==> config.mk <==
export PLATFORM = sky130hd
export DESIGN_NAME = instr_fetch
export DESIGN_NICKNAME = d
export VERILOG_FILES = /design/src/rtl/instr_fetch.sv
export SDC_FILE = /design/constraint.sdc
export NUM_CORES = 1
export LEC_CHECK = 0
export ABC_AREA = 1
export BUFFER_PORTS_ARGS = -buffer_cell sky130_fd_sc_hd__buf_2
export CORE_UTILIZATION = 50
export DETAILED_ROUTE_END_ITERATION = 10
export PLACE_DENSITY = 0.92
export SYNTH_ARGS = -nofsm -noshare
export SYNTH_HDL_FRONTEND = slang
export SYNTH_SLANG_ARGS = --single-unit
==> constraint.sdc <==
create_clock -name CLK -period 3.6 [get_ports CLK]
set_input_delay 0.72 -clock CLK [delete_from_list [all_inputs] [get_ports CLK]]
set_output_delay 0.72 -clock CLK [all_outputs]
set_load 0.1 [all_outputs]
==> src/rtl/instr_fetch.sv <==
// instr_fetch: single-outstanding instruction fetch stage.
// Fetches one word from instruction memory, holds it for decode, and then
// computes the next PC when decode accepts the word.
// The FSM has two states. FETCH raises imem_req until the memory acks.
// VALID presents ins to decode until a transfer happens.
// Build option PC_ALIGN_CHECK_EN: when it is defined, a misaligned register
// jump raises a sticky addr_err and blocks further transfers. When it is not
// defined, the register jump target is forced to a word boundary.
// Handshake: a transfer happens on a rising edge where ins_valid=1,
// ins_ready=1 and PCWre=1. PCWre=0 freezes the stage whatever ins_ready is.
module instr_fetch #(
    parameter logic [31:0] RESET_PC = 32'h0000_0000
) (
    input  logic        CLK,
    input  logic        Reset,
    input  logic        PCWre,
    input  logic [1:0]  PCSrc,
    input  logic [15:0] immediate,
    input  logic [25:0] addr,
    input  logic [31:0] rs_data,
    output logic        imem_req,
    output logic [31:0] imem_addr,
    input  logic        imem_ack,
    input  logic [31:0] imem_rdata,
    output logic [31:0] ins,
    output logic        ins_valid,
    input  logic        ins_ready,
    output logic [31:0] pc,
    output logic [31:0] pc4,
`ifdef PC_ALIGN_CHECK_EN
    output logic        addr_err,
`endif
    output logic        dbg_state_o
);

    typedef enum logic {
        S_FETCH = 1'b0,
        S_VALID = 1'b1
    } state_e;

    state_e      state_q, state_d;
    logic [31:0] pc_q, pc_d;
    logic [31:0] ins_q, ins_d;
    logic [31:0] pc4_w;
    logic [31:0] branch_off_w;
    logic [31:0] jr_tgt_w;
    logic [31:0] next_pc_w;
    logic        misalign_w;
    logic        blocked_w;
    logic        transfer_w;

`ifdef PC_ALIGN_CHECK_EN
    logic err_q, err_d;
    assign jr_tgt_w   = rs_data;
    assign misalign_w = (PCSrc == 2'b11) && (rs_data[1:0] != 2'b00);
    assign blocked_w  = err_q;
    assign addr_err   = err_q;
`else
    // Without the check, the low two bits of rs_data are dropped.
    assign jr_tgt_w   = rs_data & 32'hFFFF_FFFC;
    assign misalign_w = 1'b0;
    assign blocked_w  = 1'b0;
`endif

    assign pc4_w        = pc_q + 32'd4;
    assign branch_off_w = {{14{immediate[15]}}, immediate, 2'b00};
    assign transfer_w   = (state_q == S_VALID) && ins_ready && PCWre && !blocked_w;

    assign imem_req    = (state_q == S_FETCH);
    assign ins_valid   = (state_q == S_VALID);
    assign imem_addr   = pc_q;
    assign pc          = pc_q;
    assign pc4         = pc4_w;
    assign ins         = ins_q;
    assign dbg_state_o = state_q;

    // Next-PC select from the inputs seen in the transfer cycle (wraps mod 2^32).
    always_comb begin
        next_pc_w = pc4_w;
        case (PCSrc)
            2'b00:   next_pc_w = pc4_w;
            2'b01:   next_pc_w = pc4_w + branch_off_w;
            2'b10:   next_pc_w = {pc4_w[31:28], addr, 2'b00};
            default: next_pc_w = jr_tgt_w;
        endcase
    end

    // FSM next-state: capture on ack in FETCH, advance PC on a transfer in VALID.
    always_comb begin
        state_d = state_q;
        pc_d    = pc_q;
        ins_d   = ins_q;
`ifdef PC_ALIGN_CHECK_EN
        err_d   = err_q;
`endif
        case (state_q)
            S_FETCH: begin
                if (imem_ack) begin
                    ins_d   = imem_rdata;
                    state_d = S_VALID;
                end
            end
            default: begin
                if (transfer_w) begin
                    if (misalign_w) begin
`ifdef PC_ALIGN_CHECK_EN
                        err_d = 1'b1;
`endif
                    end else begin
                        pc_d    = next_pc_w;
                        state_d = S_FETCH;
                    end
                end
            end
        endcase
    end

    // State registers; reset abandons any outstanding request.
    always_ff @(posedge CLK or negedge Reset) begin
        if (!Reset) begin
            state_q <= S_FETCH;
            pc_q    <= RESET_PC;
            ins_q   <= 32'h0;
`ifdef PC_ALIGN_CHECK_EN
            err_q   <= 1'b0;
`endif
        end else begin
            state_q <= state_d;
            pc_q    <= pc_d;
            ins_q   <= ins_d;
`ifdef PC_ALIGN_CHECK_EN
            err_q   <= err_d;
`endif
        end
    end

endmodule

# Word level (Yosys, flattened, before mapping)

Index checks and enable logic that the tools add are counted.

Register bits after elaboration: 65
Output and inout bits: 131
Word-level logic and storage cells: 17

$add $sub $neg: 2
Equal/unequal tests: 2
Mux-type cells: 4
Bitwise logic cells: 1
Reduce and logical (&&, ||, !) cells: 5

Operators with widths:

| kind                                                            | number |
|---|---|
| 32-bit one-hot mux with 3 select lines                          | 1 |
| 32-bit by 3-bit adder with 32-bit output, second input constant | 1 |
| 32-bit adder                                                    | 1 |
| 2-bit AND reduction                                             | 2 |
| 1-bit 2-to-1 mux                                                | 3 |
| 2-bit by 1-bit == test with 1-bit output, second input constant | 1 |
| 2-bit == test, second input constant                            | 1 |
| 1-bit logical AND                                               | 2 |
| 2-bit zero test                                                 | 1 |
| 1-bit inverter                                                  | 1 |

# Longest topological paths before layout

Word-level depth: 4
Gate-level depth with buffers: 23

# Worst setup path after synthesis

OpenSTA, ideal clock, no wires.

Path type: reg2reg
Start: register pc_q[2] (netlist: imem_addr[2])
End: register pc_q[29] (netlist: imem_addr[29])
Data arrival time: 5108 ps
Data required time: 3480 ps
Setup slack: -1628 ps
Stages on the path, launching flop included: 19
Buffers on the path: 0
Clock period less this slack: 5228 ps
Path through: dfrtp_1 > inv_1 > nor2_1 > nand2_1 > nor2_1 > xor2_1 > ha_1 > nand2_1 > inv_1 > nand2_1 > inv_1 > nand2_1 > nand2_1 > a21oi_1 > nand3_1 > nand2_1 > nand2_1 > nand2_1 > nand2_1

Longest elaborated chain between the ends: 3

RTL lines:

| what                                     | RTL line | source |
|---|---|---|
| start: declaration                       | 42       | `logic [31:0] pc_q, pc_d;` |
| start signal: assignment                 | 129      | `pc_q <= pc_d;` |
| 32-bit by 3-bit adder with 32-bit output | 65       | `assign pc4_w = pc_q + 32'd4;` |
| via pc4[2]                               | 29       | `output logic [31:0] pc4,` |
| 32-bit adder                             | 82       | `2'b01: next_pc_w = pc4_w + branch_off_w;` |
| 32-bit one-hot mux with 3 select lines   | 80       | `case (PCSrc)` |

The timed path passes the listed nets, and every way through them passes these cells.
A chain may end at the register's enable or synchronous reset.

# Worst setup path after layout

Start: register pc_q[2] (netlist: imem_addr[2])
End: register pc_q[15] (netlist: imem_addr[15])

Longest elaborated chain between the ends: 3

RTL lines:

| what                                       | RTL line |
|---|---|
| 32-bit by 3-bit adder with 32-bit output * | 65 |
| 32-bit adder                               | 82 |
| 32-bit one-hot mux with 3 select lines *   | 80 |

Every way passes the cells marked *; elsewhere a longest branch is shown, timed or not.

==> qor.yml <==
logic_synthesis:
  synth-edff-count: 0
  synth_area_um2: 6594
  synth_cell_types: 43
  yosysWarnings: 0
  ys_seq_elements: 63
  syn-instance-count: 1068
  ys_async_sr_fraction_pct: 100.0
  ys_seq_area_share_pct: 23.91
  synthFlopType: "dfrtp_1"
  syn_area_per_cell_um2: 6.174
route:
  drc: 0
  drt_pass1_iterations: 5
  wl_per_cell_um: 15.77
  ant_nets: 0
  route.vias.total: 7634
  vias_per_cell: 5.247
  wl_mm: 22.95
  initialDrtViolationCount: 606
floorplanning:
  die_w_um: 116.8
  initial_utilization_pct: 51.83
  fp.dieArea_um2: 13650
  io_pins: 244
  die_y_um: 116.8
  rows: 41
  coreArea_um2: 12720
timing:
  final-hold-violation-count: 0
  fmax_mhz: 304.5
  rsz0062_at_grt: "no"
  setup_slack_ns: 0.3155
  clock_skew_ns: 0.008372
  finalSetupViolCount: 0
  min_period_ns: 3.285
  tightest_slew_ns: 0.7478
  finalSetupTns_ns: 0
  whs_ns: 0.4627
  post-route-period-util_pct: 91.24
  relSlewSlack_pct: 50.15
  drv_slew: 0
worst_setup_path:
  r2r_slack_ns: 0.32
  crit_fanout: 6
  crit_buf_inv: 3
  critPathSlowestCell: "dfrtp_4"
  crit_required_ns: 3.81
  cpMostUsedCell: "nand2_1"
  r2r_end: "imem_addr[15]$_DFFE_PN0P_"
  crit_family: "simple AND/OR/NAND/NOR gates"
  max_stage_delay_ns: 0.46
  crit_type: "reg2reg"
  reg2reg_depth: 19
  r2r_start: "imem_addr[2]$_DFFE_PN0P_"
  critical_path.startpoint_type: "flip-flop"
  arrival_ns: 3.50
  endpoint_kind: "flip-flop"
  cp_cell_sequence: "ha_1 -> nand2_2 -> nor2_1 -> inv_1 -> nor2_2 -> xor2_1 -> inv_1 -> ha_1 -> nand2_1 -> inv_1 -> nand2_1 -> nor3_1 -> nand2_1 -> nand2_1 -> a21oi_1 -> o21ai_0 -> nand3_1 -> nand2_1 -> nand2_1"
layout:
  drive_above_1_share_pct: 30.24
  num_antenna_cells: 0
  area_growth_pct: 28.01
  nets: 1427
  fillers: 1198
  fin_util_pct: 66.35
grt:
  grtUsageMet1_pct: 43.14
  grt_start_max_net_pins: 48
  antenna_found_initial: 0
  use_met2_pct: 59.37
  grt_pass1_wl_mm: 34.88
  grt_util_met3_pct: 4.892
  grt.total_usage_pct: 34.17
  grt-ovfl-total: 0
  busiest_layer: "met2"
  grt_pass1_vias: 6921
cts:
  cts_root_buf: "clkbuf_16"
  cts_tree: "yes"
  htree_levels: 3
  worstSkewPairLatency_ns: 0.32
  ctsHoldBuffers: 0
  cts_buffers: 9
  cts.sink_count: 63
  clk_pin_slew_worst_paths_ns: 0.05
  ctsLongestPathBuffers: 2
placement:
  place_congestion: 0.9960
  preCtsSetupSlack_ns: 0.3685
  numPortBuffers: 235
  dpl.hpwl_mm: 18.98
status:
  outcome: "complete, no violations"
flow_run:
  max_cap_viol_count: 0
min_path:
  hold_class: "in2async"
## synth_stat cells, types with 5 or more instances
cell type  number  share of area (%)
and2_1          5               0.47
nor2_4          5               0.85
o21ai_0        44                3.3
nand3b_1        5               0.57
xor2_1         14                1.9
ha_1           35                6.6
nand2_2         5               0.47
mux2_2         32                5.5
nand2_1       381                 22
dfrtp_1        63                 24
clkbuf_1       10               0.57
nand4_1        10               0.95
buf_4          39                4.4
nor3_1          9               0.68
inv_1         147                8.4
o21ai_1         8               0.61
nand3_1        68                5.2
a21oi_1        44                3.3
nor2_2          5               0.47
nor2_1        100                5.7
## cell usage in the layout, fill, tap and decap left out, types with 6 or more instances in the layout
master,n
nor2_1,93
nor3_1,8
nand3_1,67
nor2_2,9
clkbuf_16,9
nand4_1,10
xor2_4,9
dfrtp_2,19
nor2_4,8
dfrtp_1,38
a21oi_1,43
ha_1,29
dfrtp_4,6
nand2_1,376
o21ai_0,44
mux2_2,32
inv_1,141
buf_4,16
conb_1,6
ha_4,6
o21ai_1,8
nand2_2,7
buf_2,235
## routing by layer
metal  wire length [um]  share of wire, %
met5                  0                 0
met4                780               3.4
met1               9215                40
met3               1856               8.1
met2              11090                48
## logic make-up (layout without fill, tap and decap cells)
logic type / Yosys count / count (layout) / synth area share (%)
AOI/OAI and AO/OA: 111 / 111 / 9.070
adders and majority gates: 36 / 36 / 6.945
xor gates and xnor gates: 15 / 15 / 1.992
other: 1 / 6 / 0.05687
DFF: 63 / 63 / 23.91
muxes: 32 / 32 / 5.465
and+or+nand+nor: 603 / 603 / 38.41
buffers and inverters: 207 / 417 / 14.16
## registers in the layout, summed over array words and instances (netlist names)
signal / cells
dbg_state_o: 1
imem_addr: 30
ins: 32
## worst max-delay path by stage
stage                                         from                         to  slack, ns  depth (start not counted)
final                     imem_addr[2]$_DFFE_PN0P_  imem_addr[15]$_DFFE_PN0P_       0.32                         19
after global routing      imem_addr[2]$_DFFE_PN0P_  imem_addr[25]$_DFFE_PN0P_        0.1                         19
after CTS                 imem_addr[2]$_DFFE_PN0P_  imem_addr[15]$_DFFE_PN0P_       0.35                         19
after detailed placement  imem_addr[2]$_DFFE_PN0P_  imem_addr[15]$_DFFE_PN0P_       0.37                         19
after global placement    imem_addr[2]$_DFFE_PN0P_  imem_addr[25]$_DFFE_PN0P_       0.47                         19
after floorplan           imem_addr[2]$_DFFE_PN0P_  imem_addr[29]$_DFFE_PN0P_      -0.04                         18
## metrics by stage
step,instances,area (um^2)
6_report,1455,8441
5_1_grt,1455,8441
4_1_cts,1455,8433
3_5_place_dp,1439,8179
3_3_place_gp,1439,8179
2_1_floorplan,1073,7038
## cell type report
type                    count  area, um^2  area share, %
clock buffers              14       244.0          2.891
clock inverters             2       10.01         0.1186
inverters                 150       581.8          6.893
multi-input cells         803        4471          52.96
flip-flops and latches     63        1623          19.23
well taps                 172       215.2          2.550
repair buffers            251        1296          15.36
## timing repair
action                                  in CTS  in global routing
endpoints found under the setup margin       0                  1
resized for setup                            0                  1
setup buffers                                0                  0
endpoints found under the hold margin        0                  0
Power is not shown: default switching activity piles up to over one toggle a cycle in this logic, so the estimate is an artifact.
